==> config.mk <==
export PLATFORM = sky130hd
export DESIGN_NAME = fdiv_iter
export DESIGN_NICKNAME = d
export VERILOG_FILES = /design/src/rtl/fp_pkg.sv /design/src/rtl/sigdiv_radix2.sv /design/src/rtl/fdiv_iter.sv
export SDC_FILE = /design/constraint.sdc
export NUM_CORES = 1
export LEC_CHECK = 0
export BUFFER_PORTS_ARGS = -buffer_cell sky130_fd_sc_hd__buf_4
export CAP_MARGIN = 20
export CORE_MARGIN = 1
export CORE_UTILIZATION = 40
export DETAILED_ROUTE_END_ITERATION = 10
export MAX_ROUTING_LAYER = met4
export PLACE_DENSITY_LB_ADDON = 0.25
export SLEW_MARGIN = 5
export SYNTH_ARGS = -nofsm -noshare
export SYNTH_HDL_FRONTEND = slang
export SYNTH_HIERARCHICAL = 1
export SYNTH_SLANG_ARGS = --single-unit
export TNS_END_PERCENT = 20
==> constraint.sdc <==
create_clock -name clk -period 7.9 [get_ports clk]
set_clock_uncertainty 0.05 [all_clocks]
set_input_delay 1.58 -clock clk [delete_from_list [all_inputs] [get_ports clk]]
set_output_delay 1.58 -clock clk [all_outputs]
set_load 0.05 [all_outputs]
==> src/rtl/fp_pkg.sv <==
// Shared definitions for the 17-bit FloPoCo-style float format (wE=4, wF=10)
// used by the fmul/fdiv operator cores.
package fp_pkg;

  localparam int WE   = 4;
  localparam int WF   = 10;
  localparam int BIAS = 7;

  localparam logic [1:0] EXC_ZERO   = 2'b00;
  localparam logic [1:0] EXC_NORMAL = 2'b01;
  localparam logic [1:0] EXC_INF    = 2'b10;
  localparam logic [1:0] EXC_NAN    = 2'b11;

  typedef struct packed {
    logic [1:0]    exc;
    logic          sign;
    logic [WE-1:0] exp;
    logic [WF-1:0] frac;
  } fp_t;

  // fdiv_iter controller states
  localparam logic [1:0] ST_IDLE  = 2'd0;
  localparam logic [1:0] ST_DIV   = 2'd1;
  localparam logic [1:0] ST_ROUND = 2'd2;
  localparam logic [1:0] ST_DONE  = 2'd3;

  function automatic fp_t fp_special(input logic [1:0] exc, input logic sign);
    fp_t r;
    r      = '0;
    r.exc  = exc;
    r.sign = sign;
    return r;
  endfunction

endpackage

==> src/rtl/sigdiv_radix2.sv <==
// Restoring radix-2 significand divider: one quotient bit per cycle for 12 cycles,
// leaving the quotient and a sticky flag from the final remainder.
module sigdiv_radix2
  import fp_pkg::*;
(
  input  logic          clk,
  input  logic          rst,
  input  logic          start,
  input  logic [12:0]   rem_init,
  input  logic [WF:0]   divisor,
  output logic          done,
  output logic [WF+1:0] quot,
  output logic          sticky
);

  logic [12:0] rem;
  logic [WF:0] dvs;
  logic [3:0]  count;
  logic        active;
  logic        q_bit;
  logic [12:0] diff;

  assign q_bit  = (rem >= {2'b00, dvs});
  assign diff   = q_bit ? (rem - {2'b00, dvs}) : rem;
  assign done   = active && (count == 4'd11);
  assign sticky = (rem != '0);

  always_ff @(posedge clk) begin
    if (rst) begin
      active <= 1'b0;
      count  <= '0;
      rem    <= '0;
      dvs    <= '0;
      quot   <= '0;
    end else if (start) begin
      active <= 1'b1;
      count  <= '0;
      rem    <= rem_init;
      dvs    <= divisor;
      quot   <= '0;
    end else if (active) begin
      // diff < divisor < 2^11, so the shifted remainder never loses a bit
      rem   <= diff << 1;
      quot  <= {quot[WF:0], q_bit};
      count <= count + 4'd1;
      if (done) active <= 1'b0;
    end
  end

endmodule

==> src/rtl/fdiv_iter.sv <==
// Iterative float divider R = X / Y: exception decode, operand setup, handshakes
// and round-to-nearest-even around the sigdiv_radix2 significand divider.
//
// state    | meaning
// ST_IDLE  | waiting for operands, in_ready=1
// ST_DIV   | significand division running, one quotient bit per cycle
// ST_ROUND | rounding quotient and registering R
// ST_DONE  | R valid, held until out_ready
module fdiv_iter
  import fp_pkg::*;
(
  input  logic        clk,
  input  logic        rst,
  input  logic        in_valid,
  output logic        in_ready,
  input  logic [16:0] X,
  input  logic [16:0] Y,
  output logic        out_valid,
  input  logic        out_ready,
  output logic [16:0] R
);

  fp_t               x_w, y_w, exc_r, rnd_r, r_q;
  logic [1:0]        state;
  logic              sign;
  logic signed [6:0] e, e_init, e_rnd;
  logic [3:0]        excsel;
  logic              special, accept, x_lt_y;
  logic [WF:0]       sig_x, sig_y;
  logic [12:0]       rem_init;
  logic              div_done, sticky, round_up, carry;
  logic [WF+1:0]     quot;
  logic [WF:0]       mant_sum;

  assign x_w       = X;
  assign y_w       = Y;
  assign excsel    = {x_w.exc, y_w.exc};
  assign in_ready  = (state == ST_IDLE) && !rst;
  assign out_valid = (state == ST_DONE);
  assign accept    = in_valid && in_ready;
  assign R         = r_q;

  always_comb begin
    special = 1'b1;
    exc_r   = fp_special(EXC_NORMAL, x_w.sign ^ y_w.sign);
    if (x_w.exc == EXC_NAN || y_w.exc == EXC_NAN) begin
      exc_r.exc = EXC_NAN;
    end else begin
      case (excsel)
        {EXC_ZERO, EXC_ZERO}, {EXC_INF, EXC_INF}:                           exc_r.exc = EXC_NAN;
        {EXC_ZERO, EXC_NORMAL}, {EXC_ZERO, EXC_INF}, {EXC_NORMAL, EXC_INF}: exc_r.exc = EXC_ZERO;
        {EXC_NORMAL, EXC_ZERO}, {EXC_INF, EXC_ZERO}, {EXC_INF, EXC_NORMAL}: exc_r.exc = EXC_INF;
        default:                                                            special = 1'b0;
      endcase
    end
  end

  assign sig_x    = {1'b1, x_w.frac};
  assign sig_y    = {1'b1, y_w.frac};
  assign x_lt_y   = (sig_x < sig_y);
  assign rem_init = x_lt_y ? {1'b0, sig_x, 1'b0} : {2'b00, sig_x};
  assign e_init   = {3'b000, x_w.exp} - {3'b000, y_w.exp} + 7'(BIAS) - {6'd0, x_lt_y};

  sigdiv_radix2 u_sigdiv (
    .clk      (clk),
    .rst      (rst),
    .start    (accept && !special),
    .rem_init (rem_init),
    .divisor  (sig_y),
    .done     (div_done),
    .quot     (quot),
    .sticky   (sticky)
  );

  // quot[0] is the guard bit; the leading one dropping out of the 11-bit sum marks a carry-out
  assign round_up = quot[0] & (sticky | quot[1]);
  assign mant_sum = quot[WF+1:1] + {{WF{1'b0}}, round_up};
  assign carry    = ~mant_sum[WF];
  assign e_rnd    = e + $signed({6'd0, carry});

  always_comb begin
    rnd_r = fp_special(EXC_NORMAL, sign);
    if (e_rnd > 7'sd15) begin
      rnd_r.exc = EXC_INF;
    end else if (e_rnd < 7'sd0) begin
      rnd_r.exc = EXC_ZERO;
    end else begin
      rnd_r.exp  = e_rnd[WE-1:0];
      rnd_r.frac = mant_sum[WF-1:0];
    end
  end

  always_ff @(posedge clk) begin
    if (rst) begin
      state <= ST_IDLE;
      r_q   <= '0;
      sign  <= 1'b0;
      e     <= '0;
    end else begin
      case (state)
        ST_IDLE: begin
          if (accept) begin
            sign <= x_w.sign ^ y_w.sign;
            if (special) begin
              r_q   <= exc_r;
              state <= ST_DONE;
            end else begin
              e     <= e_init;
              state <= ST_DIV;
            end
          end
        end
        ST_DIV: begin
          if (div_done) state <= ST_ROUND;
        end
        ST_ROUND: begin
          r_q   <= rnd_r;
          state <= ST_DONE;
        end
        default: begin
          if (out_ready) state <= ST_IDLE;
        end
      endcase
    end
  end

endmodule

Yosys cells after proc, flatten, opt, wreduce, memory -nomap -nowiden. Cells that the tools add are included. Widths: inputs -> output; s select.

Register bits: 68. Input port bits: 38. Output and inout port bits: 19. Logic and storage cells: 89.

$add $sub $neg: 7. Order comparisons: 4. Equality and inequality tests: 16. Multiplexer cells: 23. Bitwise logic cells: 5. Reduce and logical (&&, ||, !) cells: 22.

Operators with widths (count): $mux 17 (2); $pmux 17 s2 (1); $mux 14 (2); $mux 13 (2); $mux 12 (2); $eq 4x4->1 const B (4); $ge 13x11->1 (1); $reduce_bool 13->1 (1); $mux 2 (6); $pmux 2 s3 (2); $sub 12x11->12 (1); $add 11x1->11 (1); $lt 11x11->1 (1); $reduce_and 3->1 (3); $eq 2x2->1 const B (4); $eq 4x3->1 const B (2); $reduce_or 8->1 (1); $add 7x2->7 (1); $gt 7x5->1 const B (1); $lt 7x1->1 const B (1); $sub 6x2->7 (1); $add 5x4->6 const B (1); $mux 1 (6); $ne 2x2->1 const B (3); 19 further kinds (27).

Depth between registers and ports, before layout. Gate-level depths: netlist of the first run.

Word-level depth: 10. Depth in mapped cells: 15. Mapped depth without buffers: 14.

By module. The synthesis of the first run kept the hierarchy.

Modules (own cells, without submodules): fdiv_iter (times used 1, cells each 269, area an instance 2311.0 µm², sequential area each 540.5 µm²); sigdiv_radix2 (times used 1, cells each 255, area an instance 2287.2 µm², sequential area each 820.8 µm²).

Worst setup path before layout of the first run. Ideal clock, no wire load.

Kind: input -> output. Start: in rst. End: out in_ready. Arrival: 2.598 ns. Data required time: 6.270 ns. Path slack: 3.672 ns. Stages on the path: 3. Buffers on the path: 2. Path through: buf_6 > clkbuf_1 > nor2_1.

Cells in the longest elaborated chain, start to end: 2.

RTL lines: start, declared (line fdiv_iter.sv:13) `input logic rst,`; $logic_not 1->1 (line fdiv_iter.sv:38) `assign in_ready = (state == ST_IDLE) && !rst;`; $logic_and 1x1->1 (line fdiv_iter.sv:38); end, declared (line fdiv_iter.sv:15) `output logic in_ready,`.

No other way between the ends.

Worst setup path in the final report of the first run. Ends and elaborated chain as after synthesis.

==> results of run 1 <==
[synth_stat cells, types with 11 or more instances]
library cell	count
nand3_1	19
a21oi_2	11
dfxtp_1	68
ha_1	37
o21ai_0	15
xor2_1	13
mux2i_1	24
nand2_1	32
a21oi_1	29
a22oi_1	13
nor3_1	12
xnor2_1	16
inv_1	39
nor2_1	61
[worst reg2reg max path, stage by stage, from the launching register on]
cell and delay (ns):
dfxtp_1 0.34, inv_1 0.11, ha_1 0.29, nand3b_4 0.19, nor2_4 0.78, nor2_1 0.49
a22oi_1 0.27, nor2_1 0.07, a311o_1 0.35
[power by group through the flow]
stage	clock [uW]	sequential (uW)	combinational, uW
after floorplan	0	387	229
after CTS	426	368	294
after global routing	440	370	324
final	418	368	292
after detailed placement	0	375	292
after global placement	0	375	288
[final cells by class]
class | instances | share of cell area [%]
well taps | 140 | 3.28
flip-flops and latches | 68 | 25.5
clock buffers | 10 | 4.29
clock inverters | 5 | 1.45
multi-input cells | 392 | 54.8
inverters | 39 | 2.74
repair buffers | 56 | 7.88
[through the flow]
| step | utilization (%) | instances | instance area (um2) | setup slack [ns] | total power [uW] |
|---|---|---|---|---|---|
| finish | 48.4 | 710 | 5340 | 3.86 | 1080 |
| CTS | 48.4 | 710 | 5340 | 3.86 | 1090 |
| floorplan | - | 524 | 4600 | 3.67 | 616 |
| global placement | 45.6 | 695 | 5030 | 3.57 | 663 |
| detailed placement | 45.6 | 695 | 5030 | 3.55 | 667 |
| global route | 48.4 | 710 | 5340 | 3.68 | 1130 |
[sequential cells by signal, summed over array words and instances, names as in the netlist]
signal / flops
R: 17
e: 7
sign: 1
state: 2
u_sigdiv/active: 1
u_sigdiv/count: 4
u_sigdiv/dvs: 11
u_sigdiv/quot: 12
u_sigdiv/rem: 13
[logic make-up after synthesis]
kind of cell               after synthesis  synth area share [%]
buffers and inverters                   64                  6.78
xor gates and xnor gates                29                  5.52
adders and majority gates               40                  11.4
muxes                                   34                  7.76
and+or+nand+nor                        163                  18.6
AOI/OAI and AO/OA                      124                  20.2
DFF                                     68                  29.6
other                                    2                 0.163
[worst paths after layout]
kind                            cells after the start                   from  slack, ns                           end
worst min-delay path                                2      R[1]$_SDFFE_PP0P_       0.41             R[1]$_SDFFE_PP0P_
worst max register to register                      8  state[1]$_SDFFE_PP0P_       4.83  u_sigdiv/rem[8]$_SDFFE_PP0P_
worst min register to register                      2      R[1]$_SDFFE_PP0P_       0.41             R[1]$_SDFFE_PP0P_
worst max-delay path                                3                    rst       3.86                      in_ready
[layer usage]
| layer | routed length (um) | part of all wire [%] | GRT usage, % |
|---|---|---|---|
| met3 | 452 | 4.2 | 3.29 |
| met1 | 5110 | 47 | 26.1 |
| met4 | 142 | 1.3 | 6.76 |
| met2 | 5140 | 47 | 31.4 |
| met5 | 0 | 0 | - |
==> flow_summary.toml, run 1 <==
[run_status]
outcome = "finished, final reports clean"

[power_and_ir_drop]
ir_drop_v = 0.000105
p_clk_share_pct = 38.8
p_leak_uw = 0.00210
p_comb_share_pct = 27.1
share_seq_of_total_power_pct = 34.1
p_switching_uw = 342
cellInternalPower_uw = 736
switching_share_pct = 31.7
power_density_mw_per_mm2 = 202

[cells_and_area]
fill_cells = 1029
multi_input_comb_area_mm2 = 0.00293
area_growth_pct = 16.0
mostFrequentLayoutCells = "dfxtp_1 (68), nor2_1 (61), buf_4 (56)"
layout_commonest_cell = "dfxtp_1"
nets = 644
regArea_mm2 = 0.00136
n_antenna_cell = 0
layout-drive-gt1-share_pct = 20.9

[cts]
root_buffer = "clkbuf_16"
clkSinkCount = 68
post-cts-setup-buffers = 0
clock_path_buffers = 2
cts_tree = "built"
numCtsBuffers = 9
htree_num_levels = 3
cts_resized = 0
clk_latency_ns = 0.33
clk_pin_slew_worst_paths_ns = 0.05
postCtsHoldBufs = 0

[setup_path]
critPathMostFrequentCell = "buf_4"
cp-end-kind = "output port"
required_ns = 6.27
arrival_ns = 2.41
worstSetupStartpointType = "input pin"
path_delay_family = "buffers and inverters"
cp_num_buf_inv = 2
worstSetupPathType = "in2out"
cp_max_fo = 55
slowest_stage = "buf_4"
max_stage_delay_ns = 0.51
worstPathCellList = "buf_4 -> nor2_1 -> buf_4"

[synthesis]
yosys_warnings = 6
synth-seq-cells = 68
synth_nets = 602
syn_avg_cell_area_um2 = 8.78
synth_top_cell_by_area = "dfxtp_1"
yosysUniqueCellTypes = 74
synth_top_area_share_pct = 29.6
netlist_area_mm2 = 0.00460
synth-edff-count = 0
ys.flop_type = "dfxtp_1"
seq_area_frac_synth_pct = 29.6
synthArstFlopShare_pct = 0
synth_area_leaders = "dfxtp_1 (30%), ha_1 (10%), mux2i_1 (5.2%)"
netlist_instances = 524

[drt]
dr.pass1.iters = 6
vias = 3873
wl_mm = 10.8
wl_per_cell_um = 15.3
antenna_left = 0
drc = 0
via_per_inst = 5.45
drtIter0Drc = 231

[timing]
whs_ns = 0.408
period_share_pct = 51.2
final.setup.tns_ns = 0
timing.fmax_mhz = 247
setup_violations = 0
rsz0062_at_grt = "false"
maxSlewViolCount = 0
slew_headroom_pct = 33.6
hold_viol_final = 0
period_needed_ns = 4.04
tightestPinTransition_ns = 0.992

[placed_design]
io_buffer_count = 56
place.gp.congestion = 0.849
dp_hpwl_mm = 7.75

[global_routing]
grt_pass1_wl_mm = 18.0
grt_overflow = 0
grt_max_degree = 56
track_usage_pct = 20.0
antenna_found_initial = 0
grt_pass1_vias = 3701

[run]
cap_viol_max_count = 0

[floorplanning]
row_count = 38
coreArea_mm2 = 0.0110
dieArea_mm2 = 0.0119
die_x_um = 109
ios = 57
start_util_pct = 41.7
die_h_um = 109

[worst_hold_path]
hp-class = "reg2reg"
No activity file was read; power rests on OpenSTA's default activity.
==> run 2: changes to the inputs <==
==> constraint.sdc (replaced) <==
create_clock -name clk -period 3.5 [get_ports clk]
set_clock_uncertainty 0.05 [all_clocks]
set_input_delay 0.7 -clock clk [delete_from_list [all_inputs] [get_ports clk]]
set_output_delay 0.7 -clock clk [all_outputs]
set_load 0.05 [all_outputs]
==> flow_summary.toml, run 2 (synthesis results as in run 1) <==
[setup_path]
cp-end-kind = "flop"
crit-reg2reg-capture = "R[8]$_SDFFE_PP0P_"
r2r_start = "u_sigdiv/quot[0]$_SDFFE_PP0P_"
reg2reg_slack_ns = 0.74
required_ns = 3.68
cp_max_fo = 15
r2r_cells = 10
worstSetupPathType = "reg2reg"
arrival_ns = 2.93
worstSetupStartpointType = "flop"

[timing]
period_share_pct = 78.7
setup_violations = 0
maxSlewViolCount = 0
final.setup.tns_ns = 0
timing.fmax_mhz = 363
slew_headroom_pct = 31.8
rsz0062_at_grt = "false"
hold_viol_final = 0
tightestPinTransition_ns = 1.02
period_needed_ns = 2.76

[drt]
dr.pass1.iters = 4
drc = 0
drtIter0Drc = 186
antenna_left = 0
wl_mm = 10.6
via_per_inst = 5.39
wl_per_cell_um = 14.7
vias = 3868

[cts]
cts_resized = 0
clkSinkCount = 68
numCtsBuffers = 9
clk_latency_ns = 0.33
htree_num_levels = 3
clk_pin_slew_worst_paths_ns = 0.06
post-cts-setup-buffers = 0
root_buffer = "clkbuf_16"
postCtsHoldBufs = 0
cts_tree = "built"
clock_path_buffers = 2

[placed_design]
place.gp.congestion = 0.869
dp_hpwl_mm = 7.86
dpl.cell_count = 702
io_buffer_count = 56

[global_routing]
track_usage_pct = 19.9
grt_overflow = 0
grt_pass1_vias = 3764
grt_max_degree = 35
grt_pass1_wl_mm = 18.0
antenna_found_initial = 0

[floorplanning]
dieArea_mm2 = 0.0119
die_h_um = 109
start_util_pct = 41.7
die_x_um = 109
ios = 57
coreArea_mm2 = 0.0110
row_count = 38

[cells_and_area]
regArea_mm2 = 0.00136
fill_cells = 1100
instances_no_fill = 718
layout_commonest_cell = "dfxtp_1"
mostFrequentLayoutCells = "dfxtp_1 (68), buf_4 (63), nor2_1 (61)"
largest_reg_flops = 17
n_antenna_cell = 0
multi_input_comb_area_mm2 = 0.00293
nets = 651
area_growth_pct = 17.3
layout-drive-gt1-share_pct = 22.1

[power_and_ir_drop]
p_leak_uw = 0.00213
power_density_mw_per_mm2 = 452
ir_drop_v = 0.000269

[worst_hold_path]
worstHoldStart = "R[9]$_SDFFE_PP0P_"
hold_path_end = "R[9]$_SDFFE_PP0P_"
hp-class = "reg2reg"
min_path_cells = 2

[run]
cap_viol_max_count = 0

[run_status]
outcome = "finished, final reports clean"
run 2: changes by cell type in the layout (fill, tap and decap cells not counted):
| cell | change |
|---|---|
| bufinv_16 | -1 |
| clkinv_2 | -2 |
| inv_6 | +1 |
| buf_4 | +7 |
| clkbuf_8 | +1 |
| clkbuf_1 | -1 |
| clkinv_4 | +3 |
run 2: area by class of cell:
class / instances / share of cell area [%]
multi-input cells: 392 / 54.2
flip-flops and latches: 68 / 25.2
repair buffers: 63 / 8.77
clock buffers: 10 / 4.43
well taps: 140 / 3.25
inverters: 39 / 2.71
clock inverters: 6 / 1.35
run 2: metrics by stage:
step	worst slack [ns]	cell area, um2	util (%)	hold WS, ns	total power, uW
2_1_floorplan	0.703	4600	-	0.395	1390
3_3_place_gp	0.547	5080	46.1	0.395	1500
3_5_place_dp	0.491	5080	46.1	0.409	1520
4_1_cts	0.718	5390	48.9	0.419	2460
5_1_grt	0.518	5390	48.9	0.437	2570
6_report	0.745	5390	48.9	0.415	2440
run 2: worst max path at each step:
stage	start	endpoint	slack (ns)	cells after the start
after floorplan	Y[4]	e[3]$_SDFFE_PP0P_	0.70	14
after global placement	X[10]	e[4]$_SDFFE_PP0P_	0.55	13
after detailed placement	X[10]	e[4]$_SDFFE_PP0P_	0.49	13
after CTS	u_sigdiv/quot[0]$_SDFFE_PP0P_	R[8]$_SDFFE_PP0P_	0.72	10
after global routing	u_sigdiv/quot[0]$_SDFFE_PP0P_	R[8]$_SDFFE_PP0P_	0.52	10
final	u_sigdiv/quot[0]$_SDFFE_PP0P_	R[8]$_SDFFE_PP0P_	0.74	10
run 2: metal layers:
metal	track usage (%)	vias to the layer above	routed length [um]
met2	30.3	70	4760
met3	4.54	9	473
met1	25.8	1823	5190
li1	-	1966	-
met4	6.57	0	130
met5	-	-	0
run 2: critical path, stage by stage, from the launching register on:
cell and delay, ns:
dfxtp_1 0.42, and2_1 0.16, ha_1 0.22, nand3_1 0.09, nor2_1 0.15, xnor2_1 0.17, ha_1 0.26, and4_4 0.27
mux2_4 0.31, o21a_4 0.30, a41o_2 0.26
run 2: power by group:
group / switching [uW] / internal, uW / leakage, uW / total, uW
Combinational: 427 / 252 / 0.00144 / 678
Sequential: 26.5 / 803 / 0.000549 / 829
Clock: 354 / 577 / 0.000149 / 930
==> run 3: changes to the inputs <==
--- a/config.mk
+++ b/config.mk
@@ -5,6 +5,7 @@
 export SDC_FILE = /design/constraint.sdc
 export NUM_CORES = 1
 export LEC_CHECK = 0
+export ABC_AREA = 1
 export BUFFER_PORTS_ARGS = -buffer_cell sky130_fd_sc_hd__buf_4
 export CAP_MARGIN = 20
 export CORE_MARGIN = 1
==> constraint.sdc (replaced) <==
create_clock -name clk -period 2.58 [get_ports clk]
set_clock_uncertainty 0.05 [all_clocks]
set_input_delay 0.516 -clock clk [delete_from_list [all_inputs] [get_ports clk]]
set_output_delay 0.516 -clock clk [all_outputs]
set_load 0.05 [all_outputs]
==> flow_summary.toml, run 3 <==
[drt]
wl_mm = 12.0
drc = 0
antenna_left = 0
wl_per_cell_um = 13.1
dr.pass1.iters = 4
drtIter0Drc = 278
vias = 4622
via_per_inst = 5.08

[timing]
tightestPinTransition_ns = 0.716
final.setup.tns_ns = -0.291
period_share_pct = 103
maxSlewViolCount = 0
period_needed_ns = 2.65
setup_violations = 12
setup_ws_ns = -0.0657
timing.fmax_mhz = 378
slew_headroom_pct = 52.2
hold_viol_final = 0
rsz0062_at_grt = "true"

[placed_design]
dp_hpwl_mm = 8.70
io_buffer_count = 56
dpl.cell_count = 888
place.gp.congestion = 0.906
place_area_mm2 = 0.00534

[run_status]
outcome = "finished, violations left"
violations = "setup timing"

[worst_hold_path]
hp-class = "in2reg"

[power_and_ir_drop]
ir_drop_v = 0.000455
p_leak_uw = 0.00271
power_density_mw_per_mm2 = 620

[synthesis]
synth_common_cells = "nand2_1 (154), inv_1 (98), dfxtp_1 (68)"
synth-seq-cells = 68
seq_area_frac_synth_pct = 29.2
yosysUniqueCellTypes = 41
synth_area_leaders = "dfxtp_1 (29%), nand2_1 (12%), ha_1 (9.9%)"
synth_top_cell_by_area = "dfxtp_1"
syn_avg_cell_area_um2 = 6.78
synth-edff-count = 0
yosys_warnings = 6
synthArstFlopShare_pct = 0
netlist_instances = 687
yosys.cell_count.top_type = "nand2_1"
synth_top_area_share_pct = 29.2
synth_nets = 765
ys.flop_type = "dfxtp_1"
netlist_area_mm2 = 0.00466

[cells_and_area]
fill_cells = 1131
instances_no_fill = 910
fin_area_mm2 = 0.00581
layout-drive-gt1-share_pct = 21.0
multi_input_comb_area_mm2 = 0.00288
regArea_mm2 = 0.00136
layout_commonest_cell = "nand2_1"
mostFrequentLayoutCells = "nand2_1 (151), inv_1 (96), buf_4 (84)"
n_antenna_cell = 0
area_growth_pct = 24.7
nets = 840
largest_reg_flops = 17

[setup_path]
required_ns = 2.80
arrival_ns = 2.86
worstSetupPathType = "reg2reg"
worstSetupStartpointType = "flop"
cp_max_fo = 5
cp-end-kind = "flop"

[global_routing]
grt_max_degree = 28
antenna_found_initial = 0
grt_pass1_vias = 4422
grt_overflow = 0
track_usage_pct = 21.6
grt_pass1_wl_mm = 19.8

[cts]
numCtsBuffers = 9
cts_tree = "built"
clkSinkCount = 68
clock_path_buffers = 2
root_buffer = "clkbuf_16"
htree_num_levels = 3
postCtsHoldBufs = 0
clk_latency_ns = 0.34
clk_pin_slew_worst_paths_ns = 0.06

[floorplanning]
ios = 57
die_x_um = 110
die_h_um = 110
start_util_pct = 41.0
coreArea_mm2 = 0.0114
dieArea_mm2 = 0.0121
row_count = 39

[run]
cap_viol_max_count = 0
-- run 3: logic make-up after synthesis --
family                     Yosys count  share of synthesized area (%)
DFF                                 68                           29.2
adders and majority gates           40                           11.2
AOI/OAI and AO/OA                  131                           16.0
and+or+nand+nor                    302                           29.3
xor gates and xnor gates            15                           2.82
other                                2                          0.161
buffers and inverters              129                           11.3
-- run 3: final timing paths --
check	startpoint	endpoint	slack [ns]	depth (start not counted)
worst max register to register	u_sigdiv/quot[0]$_SDFFE_PP0P_	R[10]$_SDFFE_PP0P_	-0.07	18
worst min-delay path	Y[0]	u_sigdiv/dvs[0]$_SDFFE_PP0P_	0.37	3
worst max-delay path	u_sigdiv/quot[0]$_SDFFE_PP0P_	R[10]$_SDFFE_PP0P_	-0.07	18
worst min register to register	u_sigdiv/active$_SDFF_PP0_	u_sigdiv/quot[11]$_SDFFE_PP0P_	0.41	1
-- run 3: report_power, final --
part	leakage, uW	internal, uW	switching [uW]
logic	0.00202	411	759
clock network	0.000138	751	494
registers	0.000551	1130	54.8
total	0.00271	2290	1310
-- run 3: final cells by class --
| class | count | area share [%] |
|---|---|---|
| multi-input combinational | 490 | 49.5 |
| sequential | 68 | 23.5 |
| timing repair buffer | 87 | 11.8 |
| inverter | 106 | 6.89 |
| clock buffer | 9 | 3.88 |
| tap | 143 | 3.08 |
| clock inverter | 7 | 1.29 |
-- run 3: timing repair --
action | 4_1_cts | 5_1_grt
hold endpoints to repair | 0 | 0
endpoints found under the setup margin | 26 | 26
buffers inserted | 0 | 5
gates cloned | 0 | 1
pin swaps | 1 | 9
resized for setup | 4 | 23
-- run 3: critical path, stage by stage, from the launching register on --
cell and delay [ns]:
dfxtp_2 0.33, nand2_2 0.06, inv_2 0.07, ha_4 0.14, nand2_4 0.06, nor3_4 0.18
nand2_1 0.11, nor3_2 0.22, xor2_1 0.19, inv_2 0.08, ha_4 0.16, nand2_4 0.09
nor3_2 0.04, nor2_1 0.13, nand2_2 0.09, nor2_4 0.21, clkbuf_16 0.18, nand3_2 0.05
a21oi_1 0.14
-- run 3: layer usage --
metal / wire (um) / vias to the layer above / part of all wire [%] / GRT usage, %
li1: - / 2383 / - / -
met1: 5590 / 2154 / 47 / 25.9
met2: 5800 / 70 / 49 / 36.7
met3: 367 / 15 / 3.1 / 4.51
met4: 196 / 0 / 1.6 / 5.33
met5: 0 / - / 0 / -
-- run 3: stage by stage --
step                      worst slack, ns  utilization (%)  power [uW]  hold WS [ns]
after detailed placement          -0.0992             46.9        2340         0.396
after global routing               -0.216             51.1        3800         0.385
after floorplan                   -0.0190                -        2020         0.373
final                             -0.0657             51.1        3600         0.374
after CTS                          0.0114             49.7        3590         0.365
after global placement           -0.00871             46.9        2310         0.369
